[src/rtl/math_seq.sv]
// Multi-cycle arithmetic unit: shift-add multiply, restoring divide, add and
// subtract behind a valid/ready command port and a held-result output port.
module math_seq #(
    parameter int WIDTH = 8
) (
    input  logic             clk,
    input  logic             rst_n,
    input  logic             ena,
    input  logic             cmd_valid,
    output logic             cmd_ready,
    input  logic [1:0]       cmd_op,
    input  logic [WIDTH-1:0] op_a,
    input  logic [WIDTH-1:0] op_b,
    output logic             res_valid,
    input  logic             res_ready,
    output logic [WIDTH-1:0] res_lo,
    output logic [WIDTH-1:0] res_hi,
    output logic             busy,
    output logic             err
);

    localparam int CNT_W = $clog2(WIDTH + 1);

    typedef enum logic [1:0] {IDLE, RUN, DONE} state_t;
    typedef enum logic [1:0] {OP_MUL = 2'b00, OP_DIV = 2'b01, OP_ADD = 2'b10, OP_SUB = 2'b11} op_t;

    state_t             state_q, state_d;
    op_t                op_q, op_d;
    logic [CNT_W-1:0]   cnt_q, cnt_d;
    logic [WIDTH-1:0]   a_q, a_d, b_q, b_d;
    logic [WIDTH-1:0]   hi_q, hi_d, lo_q, lo_d;     // working pair: accumulator/remainder and multiplier/quotient
    logic [WIDTH-1:0]   res_lo_q, res_lo_d, res_hi_q, res_hi_d;
    logic               err_q, err_d;

    logic [WIDTH:0]     mul_sum, div_sh, add_sum;
    logic               div_ge;
    logic [WIDTH-1:0]   step_hi, step_lo;
    logic               step_err;

    // One datapath step for the captured operation, evaluated from the working registers.
    always_comb begin
        // NOTE: every combinational output gets a default first so no path leaves it unassigned (no latch).
        mul_sum  = {1'b0, hi_q} + (lo_q[0] ? {1'b0, a_q} : '0);
        div_sh   = {hi_q, lo_q[WIDTH-1]};
        div_ge   = (div_sh >= {1'b0, b_q});
        add_sum  = {1'b0, a_q} + {1'b0, b_q};
        step_hi  = hi_q;
        step_lo  = lo_q;
        step_err = 1'b0;
        unique case (op_q)
            OP_MUL: begin
                step_hi = mul_sum[WIDTH:1];
                step_lo = {mul_sum[0], lo_q[WIDTH-1:1]};
            end
            OP_DIV: begin
                if (b_q == '0) begin
                    step_hi  = a_q;
                    step_lo  = {WIDTH{1'b1}};
                    step_err = 1'b1;
                end else begin
                    step_hi = div_ge ? (div_sh[WIDTH-1:0] - b_q) : div_sh[WIDTH-1:0];
                    step_lo = {lo_q[WIDTH-2:0], div_ge};
                end
            end
            OP_ADD: begin
                step_hi = {{(WIDTH-1){1'b0}}, add_sum[WIDTH]};
                step_lo = add_sum[WIDTH-1:0];
            end
            OP_SUB: begin
                step_hi = (a_q < b_q) ? {WIDTH{1'b1}} : '0;
                step_lo = a_q - b_q;
            end
            default: ;
        endcase
    end

    // Next-state and register updates; nothing moves while ena is low.
    always_comb begin
        state_d  = state_q;
        op_d     = op_q;
        cnt_d    = cnt_q;
        a_d      = a_q;
        b_d      = b_q;
        hi_d     = hi_q;
        lo_d     = lo_q;
        res_lo_d = res_lo_q;
        res_hi_d = res_hi_q;
        err_d    = err_q;
        if (ena) begin
            unique case (state_q)
                IDLE: begin
                    if (cmd_valid) begin
                        state_d  = RUN;
                        op_d     = op_t'(cmd_op);
                        a_d      = op_a;
                        b_d      = op_b;
                        hi_d     = '0;
                        lo_d     = (op_t'(cmd_op) == OP_MUL) ? op_b : op_a;
                        cnt_d    = ((op_t'(cmd_op) == OP_MUL) || (op_t'(cmd_op) == OP_DIV && op_b != '0))
                                   ? CNT_W'(WIDTH) : CNT_W'(1);
                        res_lo_d = '0;
                        res_hi_d = '0;
                        err_d    = 1'b0;
                    end
                end
                RUN: begin
                    hi_d  = step_hi;
                    lo_d  = step_lo;
                    cnt_d = cnt_q - CNT_W'(1);
                    if (cnt_q == CNT_W'(1)) begin
                        state_d  = DONE;
                        res_lo_d = step_lo;
                        res_hi_d = step_hi;
                        err_d    = step_err;
                    end
                end
                DONE: begin
                    if (res_ready) state_d = IDLE;
                end
                default: state_d = IDLE;
            endcase
        end
    end

    // State and datapath registers with asynchronous clear.
    always_ff @(posedge clk or negedge rst_n) begin
        // NOTE: sequential state uses non-blocking assignments so all flops sample the same pre-edge values.
        if (!rst_n) begin
            state_q  <= IDLE;
            op_q     <= OP_MUL;
            cnt_q    <= '0;
            a_q      <= '0;
            b_q      <= '0;
            hi_q     <= '0;
            lo_q     <= '0;
            res_lo_q <= '0;
            res_hi_q <= '0;
            err_q    <= 1'b0;
        end else begin
            state_q  <= state_d;
            op_q     <= op_d;
            cnt_q    <= cnt_d;
            a_q      <= a_d;
            b_q      <= b_d;
            hi_q     <= hi_d;
            lo_q     <= lo_d;
            res_lo_q <= res_lo_d;
            res_hi_q <= res_hi_d;
            err_q    <= err_d;
        end
    end

    // cmd_ready is also gated by rst_n so it reads low while reset is held.
    assign cmd_ready = rst_n && ena && (state_q == IDLE);
    assign busy      = (state_q == RUN);
    assign res_valid = (state_q == DONE);
    assign res_lo    = res_lo_q;
    assign res_hi    = res_hi_q;
    assign err       = err_q;

endmodule

[config.mk]
export PLATFORM = sky130hd
export DESIGN_NAME = math_seq
export DESIGN_NICKNAME = d
export VERILOG_FILES = /design/src/rtl/math_seq.sv
export SDC_FILE = /design/constraint.sdc
export NUM_CORES = 1
export LEC_CHECK = 0
export CAP_MARGIN = 10
export CORE_MARGIN = 10
export CORE_UTILIZATION = 35
export CTS_CLUSTER_SIZE = 12
export DETAILED_ROUTE_END_ITERATION = 16
export GPL_TIMING_DRIVEN = 0
export SYNTH_ARGS = -nofsm -noshare
export SYNTH_HDL_FRONTEND = slang
export SYNTH_SLANG_ARGS = --single-unit
[constraint.sdc]
create_clock -name clk -period 3.06 [get_ports clk]
set_input_delay 0.765 -clock clk [delete_from_list [all_inputs] [get_ports clk]]
set_output_delay 0.765 -clock clk [all_outputs]
set_load 0.02 [all_outputs]
==> flow_metrics.tcl <==
set metrics [dict create \
    cts_made_buffers 9 \
    syn_avg_cell_area_um2 8.83 \
    clkTransAtPathRegs_ns 0.06 \
    wire_per_inst_um 19.6 \
    finalClockSkew_ns 0.0108 \
    drcViolationCount 0 \
    power_frac_comb 0.646 \
    synth-seq-cells 57 \
    critPathArrivalTime_ns 2.16 \
    post-cts-setup-buffer-count 0 \
    ys_top_cells_by_area "dfrtp_1 33%, ha_1 9.8%, nand2_1 4.6%" \
    synthTopCellsByCount "57 x dfrtp_1, 53 x nand2_1, 35 x nor2_1" \
    die-area_mm2 0.0173 \
    synth_cells 492 \
    synth_top_area_share 0.328 \
    layout_setup_ws_ns 0.135 \
    viasPerCell 5.51 \
    clk_root_buffer_cell "clkbuf_16" \
    rsz0062_at_grt "false" \
    status "complete, no violations" \
    gp_congestion 0.923 \
    clockBufferDepth 2 \
    crit_required_ns 2.29 \
    hold_class "input port to async pin" \
    drive_above_1_share 0.0764 \
    grt_max_degree 37 \
    powerDensity_mw_per_mm2 1320 \
    grt_pass1_wl_um 23000 \
    rows 40 \
    critical_path_class "input port to primary output" \
    track_usage 0.166 \
    swShare 0.492 \
    max_slew_margin 0.421 \
    place_ws_ns -0.119 \
    yosysTopAreaCell "dfrtp_1" \
    synth_nets 553 \
    clock-sinks 57 \
    clock_latency_ns 0.34 \
    timing.fmax_ghz 0.342 \
    synth_edf_count 0 \
    die_y_um 131 \
    p_leak_nw 2.27 \
    drt_iter0_markers 242 \
    hold_violations 0 \
    critPathMaxFanout 7 \
    synth_ff_type "dfrtp_1" \
    fin_crit_ns 2.93 \
    timing.final.max_slew_violations 0 \
    ys_seq_area_frac 0.328 \
    clockPowerShare 0.142 \
    hpwl_um 11000 \
    ys_types 65 \
    start_kind "input port" \
    ys_warn_count 0 \
    p_seq_frac 0.212 \
    cts_tree "built" \
    p_int_mw 3.55 \
    ant_nets 0 \
    switchingPower_mw 3.43 \
    num_vias 3954 \
    die_x_um 131 \
    ctsHoldBuffers 0 \
    fin_nets 606 \
    area_growth_pct 21.8 \
    period_share 0.956 \
    routed_wl_um 14000 \
    setup_violations 0 \
    start_util 0.359 \
    netlist_area_mm2 0.00435 \
    antenna_cells 0 \
    vdd.ir_drop.worst_uv 412 \
    power_mw 6.98 \
    endpoint_kind "primary output" \
    maxCapViolCount 0 \
    grt_pass1_vias 4106 \
    coreArea_mm2 0.0121 \
    worst_pin_slew_ns 0.865 \
    cts_max_level 3 \
    overflow 0 \
    pin_count 43 \
    antenna_found_initial 0 \
    port_buffers 42 \
    drt-pass1-iter-count 5 \
    yosysMostFrequentCell "dfrtp_1" \
    synthArstFlopShare 1.00 \
]
sequential cells by signal (all words and copies together) (netlist names):
name     count
op_q         2
b_q          8
lo_q         8
res_lo       8
a_q          8
state_q      2
cnt_q        4
hi_q         8
res_hi       8
err          1
cell usage in the layout (no fill, tap or decap), types with 6 or more instances in the layout:
cell and count:
mux2_2 6, nand2_1 53, o21a_1 6, mux2_1 12, o21ai_1 30, a21o_1 6
nand2b_1 8, a21oi_1 24, and2_1 9, dfrtp_1 57, xnor2_1 9, inv_1 24
clkbuf_16 9, xor2_1 6, clkbuf_1 15, nor2_1 35, a31oi_1 9, nor2b_1 11
ha_1 34, nor3_1 11, o21ai_0 23, mux2i_1 9, clkdlybuf4s50_1 40
worst paths after layout:
path                           start   endpoint  slack, ns  cells after the start
setup reg to reg              b_q[0]  res_lo[6]       0.15                     10
max in group asynchronous      rst_n    op_q[0]       2.22                      2
min in group clk           res_lo[2]  res_lo[2]       0.49                      2
hold / removal                 rst_n    hi_q[6]       0.33                      1
setup / recovery                 ena  cmd_ready       0.13                      4
hold reg to reg            res_lo[2]  res_lo[2]       0.49                      2
critical path, cell delays in order:
cell and delay [ns]:
dlygate4sd2_1 0.36, nor2b_1 0.24, and3b_1 0.18, clkdlybuf4s50_1 0.61
layer usage:
layer,global-route usage,vias up,wire length [um]
li1,-,1889,-
met1,0.226,1950,6760
met2,0.261,100,6440
met3,0.0225,15,610
met4,0.0630,0,234
met5,0,-,0
metrics by stage:
stage,cell area (um2),TNS (ns),hold WS [ns],util,std cells
6_report,5290,0,0.325,0.437,718
5_1_grt,5290,0,0.359,0.437,718
4_1_cts,5290,0,0.334,0.437,719
3_5_place_dp,4990,-0.185,0.474,0.412,703
3_3_place_gp,4980,-46.86,0.466,0.411,702
2_1_floorplan,4350,0,0.469,-,492
cells by family after synthesis:
kind of cell / after synthesis / synth area share
and+or+nand+nor: 155 / 0.173
AOI/OAI and AO/OA: 154 / 0.240
DFF: 57 / 0.328
buffers and inverters: 46 / 0.0443
adders and majority gates: 38 / 0.116
muxes: 27 / 0.0674
xor gates and xnor gates: 15 / 0.0302
power groups by stage:
stage	Combinational [mW]	Sequential, mW	Clock (mW)
detailed placement	4.41	1.48	0
floorplan	3.12	1.42	0
global route	4.98	1.54	1.03
finish	4.51	1.48	0.992
CTS	4.46	1.47	1.01
global placement	4.37	1.47	0
cell type report:
type	count	area [um2]
inverter	25	93.8
multi-input combinational	389	2730
clock buffer	13	270
tap	168	210
sequential	57	1430
clock inverter	3	23.8
fill	1247	6820
buffer	20	98.8
timing repair buffer	43	437
timing repair:
action	4_1_cts	5_1_grt
pin swaps	0	0
setup endpoints to repair	2	3
cloned	0	0
resized for setup	5	1
Note: power is estimated with default switching activity, not from simulation.
